## src/rtl/core_alu_sched.sv

```systemverilog
// Round-robin scheduler sharing one combinational ALU between N requesters, one op in flight.
// Optional macro CORE_ALU_SCHED_BYPASS_EN lets RESP hand off straight to the next ISSUE.
module core_alu_sched #(
    parameter int W   = 16,
    parameter int N   = 2,
    parameter int OPW = 3
) (
    input  logic             clk,
    input  logic             rst_n,
    input  logic [N-1:0]     req_valid,
    output logic [N-1:0]     req_ready,
    input  logic [N*OPW-1:0] req_op,
    input  logic [N*W-1:0]   req_a,
    input  logic [N*W-1:0]   req_b,
    output logic [N-1:0]     rsp_valid,
    input  logic [N-1:0]     rsp_ready,
    output logic [W-1:0]     rsp_q,
    output logic             alu_start,
    output logic [OPW-1:0]   alu_op,
    output logic [W-1:0]     alu_a,
    output logic [W-1:0]     alu_b,
    input  logic [W-1:0]     alu_q
);

    localparam int IW = (N > 1) ? $clog2(N) : 1;

    typedef enum logic [1:0] {IDLE, ISSUE, RESP} state_t;

    state_t         state;
    logic [IW-1:0]  grant;
    logic [IW-1:0]  last;
    logic [IW-1:0]  win;
    logic [IW-1:0]  idx;
    logic           found;
    logic           can_accept;
    logic           accept;

    logic [OPW-1:0] op_arr [N];
    logic [W-1:0]   a_arr  [N];
    logic [W-1:0]   b_arr  [N];

    for (genvar i = 0; i < N; i++) begin : g_unpack
        assign op_arr[i] = req_op[i*OPW +: OPW];
        assign a_arr[i]  = req_a[i*W +: W];
        assign b_arr[i]  = req_b[i*W +: W];
    end

    // Search starts just past the previous winner so every requester gets a turn.
    always_comb begin
        found = 1'b0;
        win   = '0;
        idx   = '0;
        for (int k = 1; k <= N; k++) begin
            idx = IW'((int'(last) + k) % N);
            if (!found && req_valid[idx]) begin
                found = 1'b1;
                win   = idx;
            end
        end
    end

`ifdef CORE_ALU_SCHED_BYPASS_EN
    assign can_accept = (state == IDLE) || ((state == RESP) && rsp_ready[grant]);
`else
    assign can_accept = (state == IDLE);
`endif

    assign accept    = can_accept && found;
    assign req_ready = accept ? (N'(1) << win) : '0;

    // Operands are latched straight into the ALU drive registers, so they hold between ops.
    always_ff @(posedge clk or negedge rst_n) begin
        if (!rst_n) begin
            state     <= IDLE;
            grant     <= '0;
            last      <= IW'(N - 1);
            alu_start <= 1'b0;
            alu_op    <= '0;
            alu_a     <= '0;
            alu_b     <= '0;
            rsp_q     <= '0;
            rsp_valid <= '0;
        end else begin
            alu_start <= accept;
            if (accept) begin
                alu_op <= op_arr[win];
                alu_a  <= a_arr[win];
                alu_b  <= b_arr[win];
                grant  <= win;
                last   <= win;
            end
            case (state)
                IDLE: begin
                    if (accept) begin
                        state <= ISSUE;
                    end
                end
                ISSUE: begin
                    rsp_q     <= alu_q;
                    rsp_valid <= N'(1) << grant;
                    state     <= RESP;
                end
                RESP: begin
                    if (rsp_ready[grant]) begin
                        rsp_valid <= '0;
                        state     <= accept ? ISSUE : IDLE;
                    end
                end
                default: state <= IDLE;
            endcase
        end
    end

endmodule

```

## config.mk

```make
export PLATFORM = sky130hd
export DESIGN_NAME = core_alu_sched
export DESIGN_NICKNAME = d
export VERILOG_FILES = /design/src/rtl/core_alu_sched.sv
export SDC_FILE = /design/constraint.sdc
export NUM_CORES = 1
export LEC_CHECK = 0
export ABC_AREA = 1
export BUFFER_PORTS_ARGS = -buffer_cell sky130_fd_sc_hd__buf_4
export CAP_MARGIN = 20
export CORE_MARGIN = 2
export CORE_UTILIZATION = 48
export DETAILED_ROUTE_END_ITERATION = 6
export GPL_ROUTABILITY_DRIVEN = 0
export GPL_TIMING_DRIVEN = 1
export PLACE_DENSITY = 0.85
export RECOVER_POWER = 100
export SETUP_SLACK_MARGIN = 0.4
export SLEW_MARGIN = 20
export SYNTH_ARGS = -nofsm -noshare
export SYNTH_HDL_FRONTEND = slang
export SYNTH_SLANG_ARGS = --single-unit
```

## constraint.sdc

```tcl
create_clock -name clk -period 2.7 [get_ports clk]
set_clock_uncertainty 0.15 [all_clocks]
set_input_delay 0.675 -clock clk [delete_from_list [all_inputs] [get_ports clk]]
set_output_delay 0.675 -clock clk [all_outputs]
set_load 0.005 [all_outputs]
```

==> metrics.md, run 1 <==
| Metric | Value |
|---|---|
| Placed Area | 0.00386 mm2 |
| Leakage | 2.32 nW |
| Area Growth Syn to Fin | 42.1% |
| Maximum VDD drop | 0.000551 V |
| Reg2reg end | rsp_valid[1] |
| Outcome | complete, no violations |
| Total track usage | 0.254 |
| Grt ovf | 0 |
| DP Worst Slack | 0.623 ns |
| Critical path arrival | 2.24 ns |
| Maxcap violations | 0 |
| Syn Std Cell Area | 0.00278 mm2 |
| Top_reg_cell synth | dfrtp_1 |
| Final setup fails | 0 |
| Share of cells above drive strength 1 | 0.303 |
| Kind of critical path | flop to flop |
| Syn Area/Cell | 7.58 um2 |
| Post-synthesis async set-or-reset flop share | 1.00 |
| Post-Syn Instances | 367 |
| Synth top area share | 0.513 |
| Antenna violations before repair | 0 |
| First-pass GRT wire length | 12600 um |
| Post-synth net total | 459 |
| Setup ws final | 0.511 ns |
| # hold bufs at CTS | 0 |
| Synthesized flop and latch total | 58 |
| DR vias/cell | 4.93 |
| Root Buffer Master | clkbuf_8 |
| Remaining DRCs | 0 |
| CTS tree | yes |
| Yosys cell types | 15 |
| Synth top cells by count | nand2_1 (218), dfrtp_1 (57), nand3_1 (56) |
| Mean routed wirelength per cell | 12.9 um |
| Core area | 0.00554 mm2 |
| Post-CTS setup buffers | 0 |
| Post-route antenna net violation count | 0 |
| Reg2reg start | state[0] |
| Worst Setup Start Kind | flop |
| TritonCTS Buffers | 9 |
| Die height | 80.1 um |
| Post-route clock period utilization | 0.811 |
| Max Freq | 0.457 GHz |
| Min-delay worst type | flop to flop |
| Worst skew pair latency | 0.32 ns |
| CTS max path bufs | 2 |
| Power density cells | 988 mW/mm2 |
| Via count | 2877 |
| Synth area leaders | dfrtp_1 (51%), nand2_1 (29%), nand3_1 (10%) |
| # nets final | 601 |
| Min-delay src | rsp_q[0] |
| Setup tns final | 0 ns |
| RSZ-0062 raised after global routing | no |
| Starting density of the core | 0.502 |
| Port bufs | 147 |
| Seq/Total Area, Yosys | 0.523 |
| YS warnings | 0 |
| H-tree depth | 3 |
| Minimum clock period | 2.19 ns |
| Placed Cells incl. Taps | 570 |
| Synth area leader | dfrtp_1 |
| Register-to-register setup slack | 0.51 ns |
| DPL Wire Length | 5460 um |
| Largest net degree at the start of global routing | 59 |
| DIE WIDTH | 80.1 um |
| Hold Fails Final Rpt | 0 |
| # rows | 27 |
| Vias in the first global route | 2891 |
| Least-Margin Pin Slew | 1.40 ns |
| Most common cell in the synthesized netlist | nand2_1 |
| Critical Path Sink Type | flop |
| I/O pin count | 148 |
| Die area | 0.00642 mm2 |
| Worst Hold Depth | 2 |
| Post-cts gate resize count | 0 |
| Critical Path RT | 2.75 ns |
| Total Power | 3.90 mW |
| Antenna Cells | 0 |
| Slew Viols, Final | 0 |
| 1st-iter DRT viols | 105 |
| Clock slew at reported path FFs | 0.06 ns |
| Fin cells | 584 |
| DRT Pass-1 Iters | 4 |
| Clock Sinks | 58 |
| Worst slew margin | 0.0669 |
| Post-Route WL | 7550 um |
| Final instance area | 0.00395 mm2 |
| CP Max Fanout | 20 |
| R2r worst-path depth | 4 |
| Number of synthesized flops with an enable pin | 0 |
| Hold EP | rsp_q[0] |
[worst max-delay path, stage by stage (launching register included)]
cell and delay (ns):
dfrtp_1 0.34, clkbuf_1 0.64, nand2_1 0.61, nand3_1 0.25, nand2_1 0.08
[cells by family (layout without fill, tap and decap cells)]
| logic type | Yosys count | count (layout) | synth area share |
|---|---|---|---|
| AO/OA/AOI/OAI | 2 | 2 | 0.00765 |
| buffers and inverters | 28 | 173 | 0.0635 |
| flip-flops | 58 | 58 | 0.523 |
| AND/OR/NAND/NOR | 279 | 279 | 0.406 |
[flip-flops by register name, indices dropped and copies added (netlist names)]
signal,flops
alu_a,16
alu_b,16
alu_op,3
alu_start,1
grant,1
last,1
rsp_q,16
rsp_valid,2
state,2
[where the power goes]
part,total (mW),internal [mW],switching (mW)
sequential,1.51,1.29,0.219
combinational,1.74,0.764,0.975
clock,0.652,0.340,0.311
[through the flow]
stage / hold WS, ns / util
6_report: 0.319 / 0.713
5_1_grt: 0.341 / 0.713
4_1_cts: 0.272 / 0.726
3_5_place_dp: 0.310 / 0.698
3_3_place_gp: 0.307 / 0.698
2_1_floorplan: 0.229 / -
[cell usage in the layout (no fill, tap or decap)]
cell type,instances
clkbuf_1,14
nand2_4,1
o21ai_0,2
inv_1,6
clkbuf_2,2
clkbuf_8,10
nand2_1,218
nand2_2,1
dfrtp_1,57
clkinv_2,4
nor2_1,3
nand3_1,56
dfstp_1,1
clkbuf_4,42
buf_4,95
[layout make-up]
type | count | area, um2
Timing Repair Buffer | 153 | 1090
Inverter | 6 | 22.5
Tap cell | 72 | 90.1
Clock inverter | 4 | 20.0
Sequential cell | 58 | 1450
Clock buffer | 10 | 138
Fill cell | 467 | 1590
Multi-Input combinational cell | 281 | 1140
[worst max-delay path by stage]
stage / from / endpoint / slack (ns)
finish: state[0] / rsp_valid[1] / 0.51
global route: state[0] / rsp_valid[1] / 0.31
CTS: last / req_ready[1] / 0.57
detailed placement: req_valid[0] / req_ready[1] / 0.62
global placement: req_valid[0] / req_ready[1] / 0.65
floorplan: req_valid[1] / req_ready[0] / 0.68
[layer usage]
layer,vias to the layer above,routed length [um],GRT usage
li1,1420,-,-
met1,1342,2930,0.286
met2,103,3960,0.465
met3,12,534,0.0685
met4,0,128,0.0797
met5,-,0,0
Power figures use the tool's default switching activity.
==> run 2, diff against run 1 <==
CORE_UTILIZATION = 45   (was 48)
PLACE_DENSITY = 0.8   (was 0.85)
clock period = 2.09 ns   (was 2.7 ns; I/O delays follow)
==> metrics.md, run 2 (synthesized netlist as in run 1, its figures left out) <==
| Metric | Value |
|---|---|
| DP Worst Slack | 0.228 ns (-0.395 ns) |
| Port bufs | 147 (unchanged) |
| Biggest regs | alu_a x16, alu_b x16, rsp_q x16 |
| Min-delay worst type | input port to flop |
| Grt ovf | 0 (unchanged) |
| Die height | 82.6 um (+3.1%) |
| DIE WIDTH | 82.6 um (+3.1%) |
| Least-Margin Pin Slew | 1.37 ns (-0.0255 ns) |
| Minimum clock period | 1.97 ns |
| Maximum VDD drop | 0.000714 V (+29%) |
| Outcome | complete, no violations |
| Die area | 0.00682 mm2 (+6.3%) |
| Slew Viols, Final | 0 (unchanged) |
| CP Max Fanout | 3 (-85%) |
| I/O pin count | 148 (unchanged) |
| Most common cell after layout, fill and taps aside | nand2_1 |
| Max Freq | 0.506 GHz |
| DRT Pass-1 Iters | 4 (unchanged) |
| H-tree depth | 3 (unchanged) |
| RSZ-0062 raised after global routing | yes |
| Placed Area | 0.00388 mm2 (+0.29%) |
| First-pass GRT wire length | 12200 um (-3.4%) |
| Via count | 2953 (+2.6%) |
| Commonest non-fill, non-tap cells in the layout | nand2_1 (216), buf_4 (105), dfrtp_1 (57), nand3_1 (56), clkbuf_4 (44) |
| Critical path arrival | 1.30 ns (-0.94 ns) |
| Root Buffer Master | clkbuf_8 |
| Worst slew margin | 0.0839 (+0.0170) |
| DR vias/cell | 4.90 (-0.59%) |
| Critical Path Sink Type | output pin |
| Mean routed wirelength per cell | 13.4 um (+3.4%) |
| Post-route clock period utilization | 0.945 |
| Setup ws final | 0.115 ns (-0.396 ns) |
| Hold Fails Final Rpt | 0 (unchanged) |
| Maxcap violations | 0 (unchanged) |
| Antenna violations before repair | 0 (unchanged) |
| Worst skew pair latency | 0.31 ns (about the same) |
| Largest net degree at the start of global routing | 59 (unchanged) |
| Total Power | 5.52 mW (+41%) |
| CTS tree | yes |
| Area Growth Syn to Fin | 49.8% |
| Layout Utilization | 0.699 (-0.0138) |
| Starting density of the core | 0.467 (-0.0350) |
| Register-to-register setup slack | 0.21 ns (-0.30 ns) |
| Post-Route WL | 8060 um (+6.8%) |
| DPL Wire Length | 5390 um (-1.3%) |
| Setup tns final | 0 ns (unchanged) |
| Leakage | 2.42 nW (+4.4%) |
| TritonCTS Buffers | 9 (unchanged) |
| CTS max path bufs | 2 (unchanged) |
| Remaining DRCs | 0 (unchanged) |
| Total track usage | 0.235 (-0.0190) |
| # nets final | 615 (+2.3%) |
| Worst Setup Start Kind | flop |
| Clock slew at reported path FFs | 0.06 ns (about the same) |
| Critical Path RT | 1.42 ns (-1.33 ns) |
| # rows | 28 (+3.7%) |
| Final instance area | 0.00417 mm2 (+5.4%) |
| Share of cells above drive strength 1 | 0.343 (+0.0401) |
| Vias in the first global route | 2710 (-6.3%) |
| Antenna Cells | 0 (unchanged) |
| Power density cells | 1330 mW/mm2 (+34%) |
| Post-route antenna net violation count | 0 (unchanged) |
| # hold bufs at CTS | 0 (unchanged) |
| Final setup fails | 0 (unchanged) |
| 1st-iter DRT viols | 166 (+58%) |
| Clock Sinks | 58 (unchanged) |
| Kind of critical path | flop to output pin |
| Core area | 0.00596 mm2 (+7.5%) |
-- run 2: changes by cell type in the layout (fill, tap and decap cells not counted), moves of 2 or more --
cell,before,now
inv_1,6,3
nor2_1,3,1
clkbuf_4,42,44
buf_4,95,105
buf_6,0,4
clkbuf_1,14,12
o21ai_0,2,0
inv_2,0,2
nand2_4,1,3
nand2_1,218,216
nor2_4,0,2
-- run 2: metrics by stage --
step	cells	hold slack, ns
6_report	603	0.288
5_1_grt	603	0.278
4_1_cts	600	0.115
3_5_place_dp	574	0.312
3_3_place_gp	574	0.307
2_1_floorplan	367	0.0769
-- run 2: critical path: stages (launching register included) --
cell and delay [ns]:
dfrtp_1 0.42, nor2_4 0.16, o21ai_1 0.17, nor2_4 0.12, clkbuf_1 0.12
-- run 2: path summary, 6_finish.rpt --
path,startpoint,to,cells past startpoint
hold reg to reg,rsp_q[1],rsp_q[1],2
hold / removal,alu_q[8],rsp_q[8],3
setup reg to reg,last,grant,13
min in group asynchronous,rst_n,alu_a[9],1
setup / recovery,state[1],req_ready[0],4
max in group asynchronous,rst_n,alu_b[0],1
-- run 2: layout make-up --
cell class | count | area (um2)
Clock buffer | 11 | 151
Timing Repair Buffer | 167 | 1220
Multi-Input combinational cell | 281 | 1170
Fill cell | 506 | 1790
Clock inverter | 5 | 52.6
Inverter | 6 | 25.0
Tap cell | 75 | 93.8
Sequential cell | 58 | 1450
-- run 2: routing by layer --
layer	GRT usage	wire length [um]	vias to the layer above
met4	0.0738	133	0
met2	0.423	4180	128
li1	-	-	1449
met5	0	0	-
met1	0.278	3110	1363
met3	0.0543	648	13
-- run 2: where the power goes --
| part | internal, mW | leakage (nW) | switching, mW |
|---|---|---|---|
| logic | 1.14 | 1.60 | 1.35 |
| clock network | 0.609 | 0.105 | 0.429 |
| registers | 1.67 | 0.718 | 0.316 |
-- run 2: timing repair --
action	in CTS	in global routing
buffers inserted	10	3
endpoints found under the setup margin	2	49
pin swaps	2	4
resized for setup	6	14
